==> config.mk <==
export PLATFORM = sky130hd
export DESIGN_NAME = wallace_mul_pipe
export DESIGN_NICKNAME = d
export VERILOG_FILES = /design/src/rtl/muldiv_pkg.sv /design/src/rtl/csa_row.sv /design/src/rtl/wallace_mul_pipe.sv
export SDC_FILE = /design/constraint.sdc
export NUM_CORES = 2
export LEC_CHECK = 0
export BUFFER_PORTS_ARGS = -buffer_cell sky130_fd_sc_hd__buf_2
export CAP_MARGIN = 15
export CORE_ASPECT_RATIO = 0.75
export CORE_MARGIN = 2
export CORE_UTILIZATION = 60
export DETAILED_ROUTE_END_ITERATION = 8
export PLACE_DENSITY = 0.81
export SLEW_MARGIN = 20
export SYNTH_ARGS = -nofsm -noshare
export SYNTH_HDL_FRONTEND = slang
export SYNTH_HIERARCHICAL = 1
export SYNTH_SLANG_ARGS = --single-unit
==> constraint.sdc <==
create_clock -name clk_i -period 17.9 [get_ports clk_i]
set_clock_uncertainty 0.15 [all_clocks]
set_input_delay 0 -clock clk_i [delete_from_list [all_inputs] [get_ports clk_i]]
set_output_delay 0 -clock clk_i [all_outputs]
set_load 0.005 [all_outputs]
==> src/rtl/muldiv_pkg.sv <==
// Shared definitions for the muldiv unit: multiply op encodings and
// elaboration-time helpers that size the carry-save reduction tree.
package muldiv_pkg;

  localparam logic [1:0] MUL_OP_MUL    = 2'b00;
  localparam logic [1:0] MUL_OP_MULH   = 2'b01;
  localparam logic [1:0] MUL_OP_MULHSU = 2'b10;
  localparam logic [1:0] MUL_OP_MULHU  = 2'b11;

  // Rows left after lvl levels of 3:2 compression starting from n rows.
  function automatic int csa_rows(input int n, input int lvl);
    int r;
    r = n;
    for (int l = 0; l < lvl; l++) r = r - r / 3;
    return r;
  endfunction

  function automatic int csa_levels(input int n);
    int r;
    int l;
    r = n;
    l = 0;
    while (r > 2) begin
      r = r - r / 3;
      l++;
    end
    return l;
  endfunction

  // First reduction level owned by pipeline stage s.
  function automatic int stage_lvl(input int s, input int stages, input int levels);
    return (s * levels) / stages;
  endfunction

endpackage

==> src/rtl/csa_row.sv <==
// Parametrised-width 3:2 carry-save adder; carry row is pre-shifted left by one.
module csa_row #(
  parameter int W = 8
) (
  input  logic [W-1:0] i_a,
  input  logic [W-1:0] i_b,
  input  logic [W-1:0] i_c,
  output logic [W-1:0] o_sum,
  output logic [W-1:0] o_carry
);
  logic [W-1:0] w_maj;

  assign o_sum   = i_a ^ i_b ^ i_c;
  assign w_maj   = (i_a & i_b) | (i_a & i_c) | (i_b & i_c);
  // Top majority bit falls off: all arithmetic is modulo 2^W.
  assign o_carry = {w_maj[W-2:0], 1'b0};
endmodule

==> src/rtl/wallace_mul_pipe.sv <==
// Elastic pipelined Baugh-Wooley/Wallace multiplier for MUL/MULH/MULHSU/MULHU.
// Define MUL_PERF_CNT_EN to add the perf_ops_o / perf_stall_o counters.
module wallace_mul_pipe
  import muldiv_pkg::*;
#(
  parameter int WIDTH  = 32,
  parameter int STAGES = 2,
  parameter int TAG_W  = 5
) (
  input  logic             clk_i,
  input  logic             reset_i,
  input  logic             in_valid_i,
  output logic             in_ready_o,
  input  logic [WIDTH-1:0] a_i,
  input  logic [WIDTH-1:0] b_i,
  input  logic [1:0]       op_i,
  input  logic [TAG_W-1:0] tag_i,
  input  logic             flush_i,
  output logic             out_valid_o,
  input  logic             out_ready_i,
  output logic [WIDTH-1:0] result_o,
  output logic [TAG_W-1:0] tag_o,
`ifdef MUL_PERF_CNT_EN
  output logic [31:0]      perf_ops_o,
  output logic [31:0]      perf_stall_o,
`endif
  output logic             busy_o
);
  localparam int N  = WIDTH + 1;
  localparam int PW = 2 * N;
  localparam int LV = csa_levels(N);

  logic [STAGES-1:0]            r_vld, r_hi;
  logic [STAGES-1:0][TAG_W-1:0] r_tag, w_tag_in;
  logic [STAGES-1:0]            w_adv, w_load, w_en, w_hi_in;
  logic [WIDTH-1:0]             r_res, w_res_nx;
  logic [N-1:0][PW-1:0]         w_pp;
  logic [N-1:0][PW-1:0]         w_lv [LV];
  logic [N-1:0][PW-1:0]         w_nx [LV];
  logic [PW-1:0]                w_prod;
  logic [N-1:0]                 w_ae, w_be;
  logic                         w_a_sgn, w_b_sgn, w_in_fire, w_nxt;

  // Elastic handshake: resolve from the output end back to the input.
  always_comb begin
    w_adv  = '0;
    w_load = '0;
    w_nxt  = out_ready_i;
    for (int k = STAGES - 1; k >= 0; k--) begin
      w_adv[k]  = r_vld[k] && w_nxt;
      w_load[k] = !r_vld[k] || w_adv[k];
      w_nxt     = w_load[k];
    end
  end

  assign in_ready_o = !flush_i && w_load[0];
  assign w_in_fire  = in_valid_i && in_ready_o;

  assign w_a_sgn = (op_i == MUL_OP_MULH) || (op_i == MUL_OP_MULHSU);
  assign w_b_sgn = (op_i == MUL_OP_MULH);
  assign w_ae    = {w_a_sgn & a_i[WIDTH-1], a_i};
  assign w_be    = {w_b_sgn & b_i[WIDTH-1], b_i};

  // Baugh-Wooley: invert bits pairing exactly one sign bit, then add
  // constants at N and 2N-1 (both land in free slots of row 0).
  always_comb begin
    w_pp = '0;
    for (int i = 0; i < N; i++)
      for (int j = 0; j < N; j++)
        w_pp[i][i+j] = (w_ae[j] & w_be[i]) ^ ((i == N - 1) != (j == N - 1));
    w_pp[0][N]    = 1'b1;
    w_pp[0][PW-1] = 1'b1;
  end

  for (genvar l = 0; l < LV; l++) begin : g_lvl
    localparam int NI = csa_rows(N, l);
    localparam int G  = NI / 3;
    localparam int NO = NI - G;
    for (genvar g = 0; g < G; g++) begin : g_csa
      csa_row #(.W(PW)) u_csa (
        .i_a    (w_lv[l][3*g]),
        .i_b    (w_lv[l][3*g+1]),
        .i_c    (w_lv[l][3*g+2]),
        .o_sum  (w_nx[l][g]),
        .o_carry(w_nx[l][G+g])
      );
    end
    for (genvar r = 0; r < NI - 3 * G; r++) begin : g_pass
      assign w_nx[l][2*G+r] = w_lv[l][3*G+r];
    end
    for (genvar z = NO; z < N; z++) begin : g_zero
      assign w_nx[l][z] = '0;
    end
  end

  for (genvar s = 0; s < STAGES; s++) begin : g_stg
    localparam int LO = stage_lvl(s, STAGES, LV);
    localparam int HI = stage_lvl(s + 1, STAGES, LV);
    if (s == 0) begin : g_first
      assign w_lv[0]     = w_pp;
      assign w_en[0]     = w_in_fire;
      assign w_hi_in[0]  = (op_i != MUL_OP_MUL);
      assign w_tag_in[0] = tag_i;
    end else begin : g_mid
      assign w_en[s]     = w_adv[s-1];
      assign w_hi_in[s]  = r_hi[s-1];
      assign w_tag_in[s] = r_tag[s-1];
    end
    for (genvar l = LO + 1; l < HI; l++) begin : g_chain
      assign w_lv[l] = w_nx[l-1];
    end
    if (s < STAGES - 1) begin : g_rows
      logic [N-1:0][PW-1:0] r_rows;
      always_ff @(posedge clk_i) begin
        if (w_en[s]) r_rows <= w_nx[HI-1];
      end
      assign w_lv[HI] = r_rows;
    end
  end

  assign w_prod   = w_nx[LV-1][0] + w_nx[LV-1][1];
  assign w_res_nx = w_hi_in[STAGES-1] ? w_prod[2*WIDTH-1:WIDTH] : w_prod[WIDTH-1:0];

  always_ff @(posedge clk_i) begin
    if (!reset_i || flush_i) begin
      r_vld <= '0;
    end else begin
      for (int k = 0; k < STAGES; k++)
        if (w_load[k]) r_vld[k] <= w_en[k];
    end
  end

  always_ff @(posedge clk_i) begin
    if (!reset_i) begin
      r_tag <= '0;
      r_hi  <= '0;
      r_res <= '0;
    end else begin
      for (int k = 0; k < STAGES; k++)
        if (w_en[k]) begin
          r_tag[k] <= w_tag_in[k];
          r_hi[k]  <= w_hi_in[k];
        end
      if (w_en[STAGES-1]) r_res <= w_res_nx;
    end
  end

  assign out_valid_o = r_vld[STAGES-1];
  assign result_o    = r_res;
  assign tag_o       = r_tag[STAGES-1];
  assign busy_o      = |r_vld;

`ifdef MUL_PERF_CNT_EN
  logic [31:0] r_perf_ops, r_perf_stall;
  always_ff @(posedge clk_i) begin
    if (!reset_i) begin
      r_perf_ops   <= '0;
      r_perf_stall <= '0;
    end else begin
      if (out_valid_o && out_ready_i)  r_perf_ops   <= r_perf_ops + 32'd1;
      if (out_valid_o && !out_ready_i) r_perf_stall <= r_perf_stall + 32'd1;
    end
  end
  assign perf_ops_o   = r_perf_ops;
  assign perf_stall_o = r_perf_stall;
`endif

endmodule

=== After elaboration in Yosys (flattened, before gate mapping) ===
Index checks and enable logic that the tools add are counted.

* Reduce and logical (&&, ||, !) cells: 14
* Bitwise operators: 1371
* Equality and inequality tests: 2
* Add/subtract/negate cells: 1
* Muxes and demuxes: 1

{| class="wikitable"
|+ Operators with widths
! kind !! number
|-
| $and A63 B63 Y63 || 42
|-
| $or A63 B63 Y63 || 36
|-
| $xor A64 B64 Y64 || 29
|-
| $and A1 B1 Y1 || 1090
|-
| $or A59 B59 Y59 || 2
|-
| $or A50 B50 Y50 || 2
|-
| $and A34 B35 Y35 || 2
|-
| $add A64 B64 Y64 || 1
|-
| $not A1 Y1 || 64
|-
| $xor A62 B64 Y64 || 1
|-
| $xor A63 B64 Y64 || 1
|-
| $xor A64 B36 Y64 || 1
|-
| $xor A64 B38 Y64 || 1
|-
| $xor A64 B41 Y64 || 1
|-
| $xor A64 B45 Y64 || 1
|-
| $xor A64 B50 Y64 || 1
|-
| $xor A64 B54 Y64 || 1
|-
| $xor A64 B63 Y64 || 1
|-
| $and A57 B63 Y63 || 1
|-
| $and A60 B63 Y63 || 1
|-
| $and A62 B63 Y63 || 1
|-
| $and A63 B36 Y63 || 1
|-
| $or A63 B41 Y63 || 1
|-
| $or A63 B45 Y63 || 1
|-
| 97 further kinds || 106
|}

* Register bits after elaboration: 489
* Word-level logic and storage cells: 1402
* Input port bits: 76
* Output and inout port bits: 40

=== Depth between registers and ports, before layout ===
* Word-level depth: 17
* Gate-level depth with buffers: 15
* Mapped depth without buffers: 15

=== By module ===
Netlist, hierarchy kept.

{| class="wikitable"
|+ Modules (own cells, without submodules)
! module !! cells an instance !! times used !! area each (µm²) !! seq. area each (µm²)
|-
| csa_row || 68 || 31 || 1336.3 || 0.0
|-
| wallace_mul_pipe || 2576 || 1 || 27111.0 || 14774.2
|}

=== Worst setup path after synthesis ===
Ideal clock, no wire load.

* Kind: register -> register
* Start point: register r_vld[1]
* End point: register g_stg[0].g_rows.r_rows[0] (netlist bit), enable pin
* Library setup time: 3.721 ns
* Cell stages (with the launch flop): 5
* Path slack: 4.739 ns
* Arrival: 9.290 ns
* Path buffers: 0
* Path through: dfxtp_1 nor2b_1 a21oi_1 nand2_1 clkinv_1

* Cells in the longest elaborated chain, start to end: 6

{| class="wikitable"
|+ Ends and longest elaborated chain
! item !! line !! text
|-
| from (decl) || wallace_mul_pipe.sv:33 || <nowiki>logic [STAGES-1:0] r_vld, r_hi;</nowiki>
|-
| from (signal, indexed assignment) || wallace_mul_pipe.sv:129 || <nowiki>if (w_load[k]) r_vld[k] <= w_en[k];</nowiki>
|-
| $logic_not A1 Y1 / $logic_and A1 B1 Y1 (equally long branches) || wallace_mul_pipe.sv:51, wallace_mul_pipe.sv:50 ||
|-
| $logic_or A1 B1 Y1 (*) || wallace_mul_pipe.sv:51 || <nowiki>w_load[k] = !r_vld[k] || w_adv[k];</nowiki>
|-
| $logic_and A1 B1 Y1 (*) || wallace_mul_pipe.sv:50 || <nowiki>w_adv[k] = r_vld[k] && w_nxt;</nowiki>
|-
| $logic_or A1 B1 Y1 (*) || wallace_mul_pipe.sv:51 ||
|-
| $logic_and A1 B1 Y1 (*) || wallace_mul_pipe.sv:56 || <nowiki>assign in_ready_o = !flush_i && w_load[0];</nowiki>
|-
| via in_ready_o || wallace_mul_pipe.sv:13 || <nowiki>output logic in_ready_o,</nowiki>
|-
| $logic_and A1 B1 Y1 (*) || wallace_mul_pipe.sv:57 || <nowiki>assign w_in_fire = in_valid_i && in_ready_o;</nowiki>
|-
| via w_in_fire || wallace_mul_pipe.sv:42 || <nowiki>logic w_a_sgn, w_b_sgn, w_in_fire, w_nxt;</nowiki>
|-
| to (signal assigned) || wallace_mul_pipe.sv:115 || <nowiki>if (w_en[s]) r_rows <= w_nx[HI-1];</nowiki>
|-
| to (decl) || wallace_mul_pipe.sv:113 || <nowiki>logic [N-1:0][PW-1:0] r_rows;</nowiki>
|}

The timed path passes the listed nets; every way through them passes the cells marked *.
A chain may end at the register's enable or synchronous reset.

==> results.json <==
{
  "worstSkewPairLatency_ns": 0.66,
  "clock.fmax_mhz": 164,
  "ys_warn_count": 6,
  "critical-path-max-stage-delay_ns": 0.59,
  "ios": 116,
  "critical_path_class": "register to register",
  "multi_input_area_sq_mm": 0.0549,
  "fp-row-count": 105,
  "tns_ns": 0,
  "fillers": 7393,
  "slew_violations": 0,
  "grt-ovfl-total": 0,
  "rsz0062_at_grt": "false",
  "dieArea_sq_mm": 0.114,
  "fp.dieH_microns": 293,
  "register_area_sq_mm": 0.0144,
  "min_period_ns": 6.08,
  "grt_max_degree": 93,
  "grt_use_met2_pct": 53.2,
  "grt_pass1_vias": 47648,
  "initialDrtViolationCount": 5566,
  "cp.required_ns": 18.28,
  "coreArea_sq_mm": 0.110,
  "path_clk_slew_ns": 0.06,
  "global_route.usage.total_pct": 36.5,
  "crit_fanout": 8,
  "grtUsageMet1_pct": 49.4,
  "cts_buffers": 54,
  "clockBufferDepth": 3,
  "fin_cells": 7091,
  "htree_num_levels": 2,
  "via_count": 42097,
  "drc": 0,
  "cp_top_family": "adder cells",
  "wl_microns": 196000,
  "max_slew.worst_pin.slew_ns": 1.33,
  "fp.dieW_microns": 389,
  "critPathCaptureType": "register",
  "cts-root-buf": "clkbuf_16",
  "dp_hpwl_microns": 132000,
  "synthToLayoutAreaGrowth_pct": 11.0,
  "wl_per_cell_microns": 27.7,
  "cts.sinks": 493,
  "path_cells": "fa_1 > fa_1 > fa_1 > fa_1 > ha_1 > and3_1 > nand4_1 > o32ai_1 > o211ai_1 > nand2_1 > nand2_1 > a31oi_1 > a21oi_1 > dlygate4sd3_1",
  "crit_path_frequent_cell": "fa_1",
  "worstPathArrival_ns": 6.47,
  "outcome": "complete, no violations",
  "startpoint_type": "register",
  "grt_first_pass_wirelength_microns": 299000,
  "setup_violations": 0,
  "start_util_pct": 60.8,
  "worst-path-buf-inv": 1,
  "post-route-period-util_pct": 34.0,
  "tritoncts": "yes",
  "drive_gt1_share_pct": 4.22,
  "antenna_found_initial": 14,
  "io_buffers": 115,
  "hold_viol_final": 0,
  "dp.cells": 6938,
  "syn_area_per_cell_sq_um": 14.5,
  "hold_class": "input port to register",
  "grt_most_used_layer": "met2",
  "cap_violations": 0,
  "drt-pass1-iter-count": 8,
  "syn_area_sq_mm": 0.0668,
  "ctsResizeCount": 0,
  "gp_congestion": 0.949,
  "relSlewSlack_pct": 11.4,
  "ant_nets": 0,
  "post_cts_buffers": 0,
  "layout.nets": 7705,
  "use_met3_pct": 15.9,
  "crit_slowest_cell": "fa_1",
  "vias_per_cell": 5.94,
  "syn-instance-count": 4607
}
[sequential cells by signal (all words and copies together) (netlist names)]
signal               cells
tag_o                    5
r_hi                     1
r_vld                    2
r_tag                    5
g_stg.g_rows.r_rows    448
result_o                32
[worst reg2reg max path: cells and delay by family, from the launching register on]
| family | cells | cell delay [ns] |
|---|---|---|
| buffers and inverters | 1 | 0.58 |
| flip-flops | 1 | 0.42 |
| AND/OR/NAND/NOR | 4 | 0.60 |
| AO/OA/AOI/OAI | 4 | 1.47 |
| adder cells (fa/ha/maj) | 5 | 2.75 |
[timing repair]
item                                    in CTS  in global routing
endpoints found under the setup margin       0                  0
hold buffers                                27                  0
endpoints found under the hold margin       38                  0
[per-layer routing]
metal / up-vias / part of all wire, % / wire length [microns]
li1: 15585 / - / -
met1: 22140 / 36 / 69900
met2: 3663 / 44 / 87300
met3: 695 / 16 / 30900
met4: 14 / 4.1 / 8150
met5: - / 0.098 / 192
[cell type report]
| cell class | count | area share [%] |
|---|---|---|
| Timing Repair Buffer | 174 | 1.53 |
| Clock buffer | 69 | 1.96 |
| Multi-Input combinational cell | 4831 | 74.1 |
| Inverter | 25 | 0.137 |
| Clock inverter | 28 | 0.356 |
| Antenna cell | 27 | 0.0912 |
| Sequential cell | 493 | 19.4 |
| Tap cell | 1444 | 2.44 |
[cell usage in the layout (no fill, tap or decap), drive strengths merged, types with 6 or more instances in the layout]
cell type and count:
fa 1985, conb 1055, and2 1028, edfxtp 448, nand2 166, buf 147, a21oi 113, clkbuf 69
ha 65, nor2 60, o21ai 59, dfxtp 45, nor3 32, diode 27, xor2 27, dlygate4sd3 27
xnor2 26, inv 26, clkinv 23, a21o 17, nand3 17, a211oi 17, a31oi 16, nand4 15
o211ai 14, o21bai 12, o221ai 12, and3 6, a221oi 6, nand2b 6, o21a 6, nor2b 6
[worst paths after layout]
kind | from | to | slack [ns] | depth (start not counted)
setup / recovery | g_stg[0].g_rows.r_rows[225] | result_o[9] | 11.82 | 14
hold / removal | a_i[21] | g_stg[0].g_rows.r_rows[451] | 0.22 | 4
setup reg to reg | g_stg[0].g_rows.r_rows[225] | result_o[9] | 11.82 | 14
hold reg to reg | r_tag[1] | tag_o[1] | 0.28 | 2
[metrics by stage]
step	setup slack (ns)	util (%)	instance area, sq um	hold WS (ns)
2_1_floorplan	5.09	-	70600	-0.115
3_3_place_gp	12.47	65.6	72000	0.0866
3_5_place_dp	12.36	65.6	72000	0.0924
4_1_cts	12.01	67.4	74000	0.233
5_1_grt	11.49	67.4	74100	0.211
6_report	11.82	67.5	74100	0.221
Power is left out: the tool's default activity adds up to more than one toggle a clock period on the data nets, which glitch-free logic cannot reach.
